$ cat config.mk
export PLATFORM = sky130hd
export DESIGN_NAME = alu_issue_sequencer
export DESIGN_NICKNAME = d
export VERILOG_FILES = /design/src/rtl/alu_issue_sequencer_pkg.sv /design/src/rtl/alu_issue_sequencer_cond_eval.sv /design/src/rtl/alu_issue_sequencer.sv
export SDC_FILE = /design/constraint.sdc
export NUM_CORES = 1
export LEC_CHECK = 0
export CORE_MARGIN = 8
export CORE_UTILIZATION = 41
export DETAILED_ROUTE_END_ITERATION = 12
export GPL_TIMING_DRIVEN = 0
export PLACE_DENSITY = 0.81
export SLEW_MARGIN = 10
export SYNTH_ARGS = -nofsm -noshare
export SYNTH_HDL_FRONTEND = slang
export SYNTH_HIERARCHICAL = 1
export SYNTH_SLANG_ARGS = --single-unit
$ cat constraint.sdc
create_clock -name clk -period 1.8 [get_ports clk]
set_input_delay 0.18 -clock clk [delete_from_list [all_inputs] [get_ports clk]]
set_output_delay 0.18 -clock clk [all_outputs]
set_load 0.01 [all_outputs]
$ cat src/rtl/alu_issue_sequencer_pkg.sv
// Shared definitions for the ALU issue sequencer: opcodes, condition
// codes, flag bit positions, FSM states and the instruction word layout.
package alu_issue_sequencer_pkg;

    localparam logic [3:0] OP_ADD  = 4'h0;
    localparam logic [3:0] OP_SUB  = 4'h1;
    localparam logic [3:0] OP_MUL  = 4'h2;
    localparam logic [3:0] OP_AND  = 4'h3;
    localparam logic [3:0] OP_OR   = 4'h4;
    localparam logic [3:0] OP_XOR  = 4'h5;
    localparam logic [3:0] OP_LSR  = 4'h6;
    localparam logic [3:0] OP_LSL  = 4'h7;
    localparam logic [3:0] OP_ROR  = 4'h8;
    localparam logic [3:0] OP_MOV  = 4'h9;
    localparam logic [3:0] OP_MOVN = 4'hA;
    localparam logic [3:0] OP_CMP  = 4'hB;

    localparam logic [3:0] CC_AL = 4'h0;
    localparam logic [3:0] CC_EQ = 4'h1;
    localparam logic [3:0] CC_GT = 4'h2;
    localparam logic [3:0] CC_LT = 4'h3;
    localparam logic [3:0] CC_GE = 4'h4;
    localparam logic [3:0] CC_LE = 4'h5;
    localparam logic [3:0] CC_HI = 4'h6;
    localparam logic [3:0] CC_CC = 4'h7;
    localparam logic [3:0] CC_CS = 4'h8;

    localparam int FLG_N = 3;
    localparam int FLG_Z = 2;
    localparam int FLG_C = 1;
    localparam int FLG_V = 0;

    typedef enum logic [1:0] {
        ST_IDLE   = 2'd0,
        ST_DECODE = 2'd1,
        ST_EXEC   = 2'd2,
        ST_WB     = 2'd3
    } state_e;

    typedef struct packed {
        logic [3:0] cond;
        logic [3:0] op;
        logic       s;
        logic [3:0] rd;
        logic [3:0] rn;
        logic [3:0] rm;
        logic [4:0] shamt;
        logic [5:0] rsvd;
    } instr_t;

    function automatic logic op_legal(input logic [3:0] op);
        return op <= OP_CMP;
    endfunction

    // Shifts and CMP always set flags; moves never do, even with S=1.
    function automatic logic op_upd_flags(input logic [3:0] op,
                                          input logic       s);
        logic is_mov;
        logic forced;
        is_mov = (op == OP_MOV) || (op == OP_MOVN);
        forced = (op == OP_LSR) || (op == OP_LSL) ||
                 (op == OP_ROR) || (op == OP_CMP);
        return !is_mov && (s || forced);
    endfunction

endpackage

$ cat src/rtl/alu_issue_sequencer_cond_eval.sv
// Condition-code evaluator: cond_i against flags_i {N,Z,C,V} -> pass_o.
// Purely combinational; codes 1001-1111 never pass.
module alu_cond_eval
    import alu_issue_sequencer_pkg::*;
(
    input  logic [3:0] cond_i,
    input  logic [3:0] flags_i,
    output logic       pass_o
);

    logic n;
    logic z;
    logic c;
    logic v;

    assign n = flags_i[FLG_N];
    assign z = flags_i[FLG_Z];
    assign c = flags_i[FLG_C];
    assign v = flags_i[FLG_V];

    always_comb begin
        pass_o = 1'b0;
        case (cond_i)
            CC_AL:   pass_o = 1'b1;
            CC_EQ:   pass_o = z;
            CC_GT:   pass_o = !z && (n == v);
            CC_LT:   pass_o = (n != v);
            CC_GE:   pass_o = (n == v);
            CC_LE:   pass_o = z || (n != v);
            CC_HI:   pass_o = c && !z;
            CC_CC:   pass_o = !c;
            CC_CS:   pass_o = c;
            default: pass_o = 1'b0;
        endcase
    end

endmodule

$ cat src/rtl/alu_issue_sequencer.sv
// Issue sequencer for the master ALU: accepts an instruction, reads the
// register file, holds operands on the ALU, then writes result/NZCV back.
// Ports: instr_* handshake in, rf_* register-file side, alu_* to/from the
// combinational ALU, flags (architectural NZCV), done/illegal retire pulses.
module alu_issue_sequencer
    import alu_issue_sequencer_pkg::*;
#(
    parameter int EXEC_CYCLES = 1,
    parameter int NREG        = 16
) (
    input  logic        clk,
    input  logic        reset_n,
    input  logic        instr_valid,
    input  logic [31:0] instr_data,
    output logic        instr_ready,
    output logic [3:0]  rf_raddr1,
    output logic [3:0]  rf_raddr2,
    input  logic [31:0] rf_rdata1,
    input  logic [31:0] rf_rdata2,
    output logic        rf_we,
    output logic [3:0]  rf_waddr,
    output logic [31:0] rf_wdata,
    output logic [31:0] alu_reg1,
    output logic [31:0] alu_reg2,
    output logic [4:0]  alu_iv_shft,
    output logic [15:0] alu_iv_mov,
    output logic [3:0]  alu_opcode,
    output logic [3:0]  alu_cond,
    output logic        alu_s,
    output logic [3:0]  alu_flag,
    input  logic [31:0] alu_result,
    input  logic [3:0]  alu_new_flag,
    output logic [3:0]  flags,
    output logic        done,
    output logic        illegal
);

    localparam int CW = (EXEC_CYCLES > 1) ? $clog2(EXEC_CYCLES) : 1;
    localparam logic [CW-1:0] CNT_LOAD = CW'(EXEC_CYCLES - 1);

    state_e      state_q, state_d;
    instr_t      instr_q, instr_d;
    logic [31:0] reg1_q, reg1_d;
    logic [31:0] reg2_q, reg2_d;
    logic        pass_q, pass_d;
    logic [CW-1:0] cnt_q, cnt_d;
    logic [31:0] res_q, res_d;
    logic [3:0]  nflg_q, nflg_d;
    logic [3:0]  flags_q, flags_d;

    logic [31:0] instr_raw;
    logic        cond_pass;
    logic        legal;
    logic        commit;
    logic        rd_ok;

    alu_cond_eval u_cond (
        .cond_i  (instr_q.cond),
        .flags_i (flags_q),
        .pass_o  (cond_pass)
    );

    assign instr_raw = instr_q;
    assign legal     = op_legal(instr_q.op);
    assign commit    = pass_q && legal;
    // Writes to addresses beyond the populated register file are dropped.
    assign rd_ok     = ({28'd0, instr_q.rd} < 32'(NREG));

    always_comb begin
        state_d     = state_q;
        instr_d     = instr_q;
        reg1_d      = reg1_q;
        reg2_d      = reg2_q;
        pass_d      = pass_q;
        cnt_d       = cnt_q;
        res_d       = res_q;
        nflg_d      = nflg_q;
        flags_d     = flags_q;
        instr_ready = 1'b0;
        rf_we       = 1'b0;
        done        = 1'b0;
        illegal     = 1'b0;
        unique case (state_q)
            ST_IDLE: begin
                instr_ready = 1'b1;
                if (instr_valid) begin
                    instr_d = instr_t'(instr_data);
                    state_d = ST_DECODE;
                end
            end
            ST_DECODE: begin
                reg1_d  = rf_rdata1;
                reg2_d  = rf_rdata2;
                // Condition is judged against flags as they stand now.
                pass_d  = cond_pass;
                cnt_d   = CNT_LOAD;
                state_d = ST_EXEC;
            end
            ST_EXEC: begin
                if (cnt_q == '0) begin
                    res_d   = alu_result;
                    nflg_d  = alu_new_flag;
                    state_d = ST_WB;
                end else begin
                    cnt_d = cnt_q - CW'(1);
                end
            end
            ST_WB: begin
                done    = 1'b1;
                illegal = !legal;
                if (commit) begin
                    rf_we = (instr_q.op != OP_CMP) && rd_ok;
                    if (op_upd_flags(instr_q.op, instr_q.s)) begin
                        flags_d = nflg_q;
                    end
                end
                state_d = ST_IDLE;
            end
            default: state_d = ST_IDLE;
        endcase
    end

    always_ff @(posedge clk) begin
        if (!reset_n) begin
            state_q <= ST_IDLE;
            instr_q <= '0;
            reg1_q  <= '0;
            reg2_q  <= '0;
            pass_q  <= 1'b0;
            cnt_q   <= '0;
            res_q   <= '0;
            nflg_q  <= '0;
            flags_q <= '0;
        end else begin
            state_q <= state_d;
            instr_q <= instr_d;
            reg1_q  <= reg1_d;
            reg2_q  <= reg2_d;
            pass_q  <= pass_d;
            cnt_q   <= cnt_d;
            res_q   <= res_d;
            nflg_q  <= nflg_d;
            flags_q <= flags_d;
        end
    end

    assign rf_raddr1   = instr_q.rn;
    assign rf_raddr2   = instr_q.rm;
    assign rf_waddr    = instr_q.rd;
    assign rf_wdata    = res_q;
    assign alu_reg1    = reg1_q;
    assign alu_reg2    = reg2_q;
    assign alu_iv_shft = instr_q.shamt;
    assign alu_iv_mov  = instr_raw[15:0];
    assign alu_opcode  = instr_q.op;
    // The ALU always computes; conditional gating happens here.
    assign alu_cond    = 4'b0000;
    assign alu_s       = instr_q.s || (instr_q.op == OP_CMP);
    assign alu_flag    = flags_q;
    assign flags       = flags_q;

endmodule

==> flow_summary.ini <==
[status]
run_status = completed

[power]
seq_power_share = 0.338
p_total_mw = 12.57
power_leakage_nw = 3.516
combPwrFrac = 0.389
clkPwrFrac = 0.273
vdd_drop_max_mv = 0.6766
switching_share = 0.3075
p_per_area_mw_per_mm2 = 1339
p_switching_mw = 3.865
p_int_mw = 8.703

[logic_synthesis]
syn_avg_cell_area_um2 = 10.14
synth_edf_count = 0
yosysSeqAreaShare = 0.4831
synth_flop_cell = dfxtp_1
synth_top_area_frac = 0.4831
syn_inst = 568
synth_area_leaders = dfxtp_1 (48%), mux2i_1 (19%), nor2b_1 (11%)
synth_seq_cells = 139
synth_cell_type_count = 32
syn_area_mm2 = 0.005761
ys_warn_count = 6
synth_area_leader_cell = dfxtp_1
synthArstFlopShare = 0

[clock_network]
clock-sinks = 139
clock_tree.buffer_depth = 2
insertion_delay_ps = 410
htree_levels = 4
cts.reportedPaths.clkPinSlew_ps = 60
cts_buffers = 17
cts_tree = yes
cts_root_buf = clkbuf_16

[floorplan]
core_area_mm2 = 0.01383
fp.dieH_um = 134.5
chipWidth_um = 134.5
num_rows = 43
initial_core_util = 0.4166
io_pins = 285
dieArea_mm2 = 0.01810

[finish]
mostFrequentLayoutCells = clkdlybuf4s50_1 (275), dfxtp_1 (135), mux2i_1 (107)
fill_cells = 1062
drive_above_1_share = 0.1145
nets = 1008
multi_input_area_mm2 = 0.002479
n_antenna_cell = 0
area_growth_pct = 62.88
instances_no_fill = 1062
final_common_cell = clkdlybuf4s50_1
seqCellArea_mm2 = 0.002788

[routing]
ant_nets = 0
drc = 0
wl_per_cell_um = 16.51
drt-initial-drc-count = 138
wl_um = 17540
drtPass1Iterations = 4
vias_per_cell = 4.628
vias = 4915

[placement]
place_hpwl_um = 14010
portBuffers = 279
placed_cells = 1030
globalplace.congestion = 0.7911

[sta]
setup_viol = 0
fin_crit_ps = 1715
rsz0062_at_grt = false
min_period_over_period = 0.9526
drv_slew = 0
skew_ps = 6.231
final_hold_viol_count = 0
fin_hold_ws_ps = 317.1
max_freq_mhz = 583.2
finalSetupTns_ps = 0

[worst_setup_path]
crit_type = reg2out
crit_path_max_fanout = 4
worstPathArrival_ps = 1530
worstPathRequired_ps = 1620
cp-end-kind = output pin
critPathLaunchType = flip-flop

[run]
cap_violations = 0

[global_route]
antenna_found_initial = 0
grt_max_degree = 17
grt_pass1_vias = 5276
overflow = 0
grt_pass1_wl_um = 27180
gr-usage-all-layers = 0.1892

[min_path]
min_path_type = in2reg
cells in the mapped netlist, types with 2 or more instances:
library cell / number
inv_1: 2
clkbuf_1: 16
nand3b_1: 2
a21oi_1: 2
a21boi_1: 32
buf_4: 53
nor3_1: 2
nand3_1: 3
dfxtp_1: 139
nor2_1: 3
nand2_1: 75
nor2b_1: 102
buf_1: 2
buf_2: 8
ha_1: 4
mux2i_1: 107
power by group through the flow:
stage | sequential, mW | clock, mW | combinational, mW
after floorplan | 4.47 | 0 | 2.48
after global placement | 4.24 | 0 | 4.83
after detailed placement | 4.30 | 0 | 4.96
after CTS | 4.25 | 3.49 | 4.97
after global routing | 4.34 | 3.65 | 5.29
final | 4.25 | 3.43 | 4.89
flip-flops by register name (all words and copies together), names as in the netlist:
name and cells:
alu_iv_mov 6, rf_raddr2 4, rf_raddr1 4, alu_iv_shft 5
alu_flag 4, pass_q 1, nflg_q 4, instr_q 5
state_q 2, rf_wdata 32, alu_reg2 32, alu_opcode 4
alu_reg1 32, rf_waddr 4
routing by layer:
metal / GRT usage / part of all wire
met3: 0.09138 / 0.099
met1: 0.1858 / 0.37
met5: 0 / 0
met2: 0.3437 / 0.51
met4: 0.05677 / 0.015
cell families after synthesis:
| group | Yosys count | synth area share |
|---|---|---|
| other | 1 | 0.0006510 |
| AND/OR/NAND/NOR | 192 | 0.1759 |
| multiplexers | 107 | 0.1859 |
| AO/OA/AOI/OAI | 42 | 0.05365 |
| flip-flops | 139 | 0.4831 |
| XOR/XNOR | 2 | 0.003041 |
| buffers and inverters | 81 | 0.08905 |
| adder cells (fa/ha/maj) | 4 | 0.008688 |
path summary, 6_finish.rpt:
| kind | startpoint | endpoint | slack (ps) | cells after the start |
|---|---|---|---|---|
| min reg2reg | rf_raddr1[1] | rf_raddr1[1] | 450 | 2 |
| min | instr_data[31] | instr_q[31] | 320 | 3 |
| max | state_q[0] | rf_we | 90 | 4 |
| max reg2reg | state_q[0] | alu_iv_mov[1] | 190 | 6 |
per-stage QoR:
stage                     utilization  area, um2  setup WS [ps]
final                          0.6786       9383          85.35
after global routing           0.6786       9383          7.828
after CTS                      0.6785       9382          49.02
after detailed placement       0.6357       8790          115.1
after global placement         0.6357       8790          172.7
after floorplan                     -       5772          422.8
cell type report:
| class | count | share of cell area |
|---|---|---|
| multi-input combinational | 351 | 0.2642 |
| clock inverter | 11 | 0.01267 |
| sequential | 139 | 0.2971 |
| inverter | 2 | 0.0008001 |
| timing repair buffer | 279 | 0.2972 |
| clock buffer | 21 | 0.05014 |
| tap | 180 | 0.02400 |
| buffer | 79 | 0.05387 |
critical path, cell delays in order, from the launching register on:
cell and delay [ps]:
dfxtp_2 350, ha_2 210, nand3_1 120, a31oi_1 160
clkdlybuf4s15_1 290
timing repair:
| action | CTS | global route |
|---|---|---|
| resized for setup | 9 | 1 |
| setup endpoints to repair | 4 | 1 |
| setup buffers | 0 | 0 |
| pin swaps | 0 | 0 |
| gates cloned | 0 | 0 |
| hold buffers | 0 | 0 |
| endpoints found under the hold margin | 0 | 0 |
No activity file was read; power rests on OpenSTA's default activity.
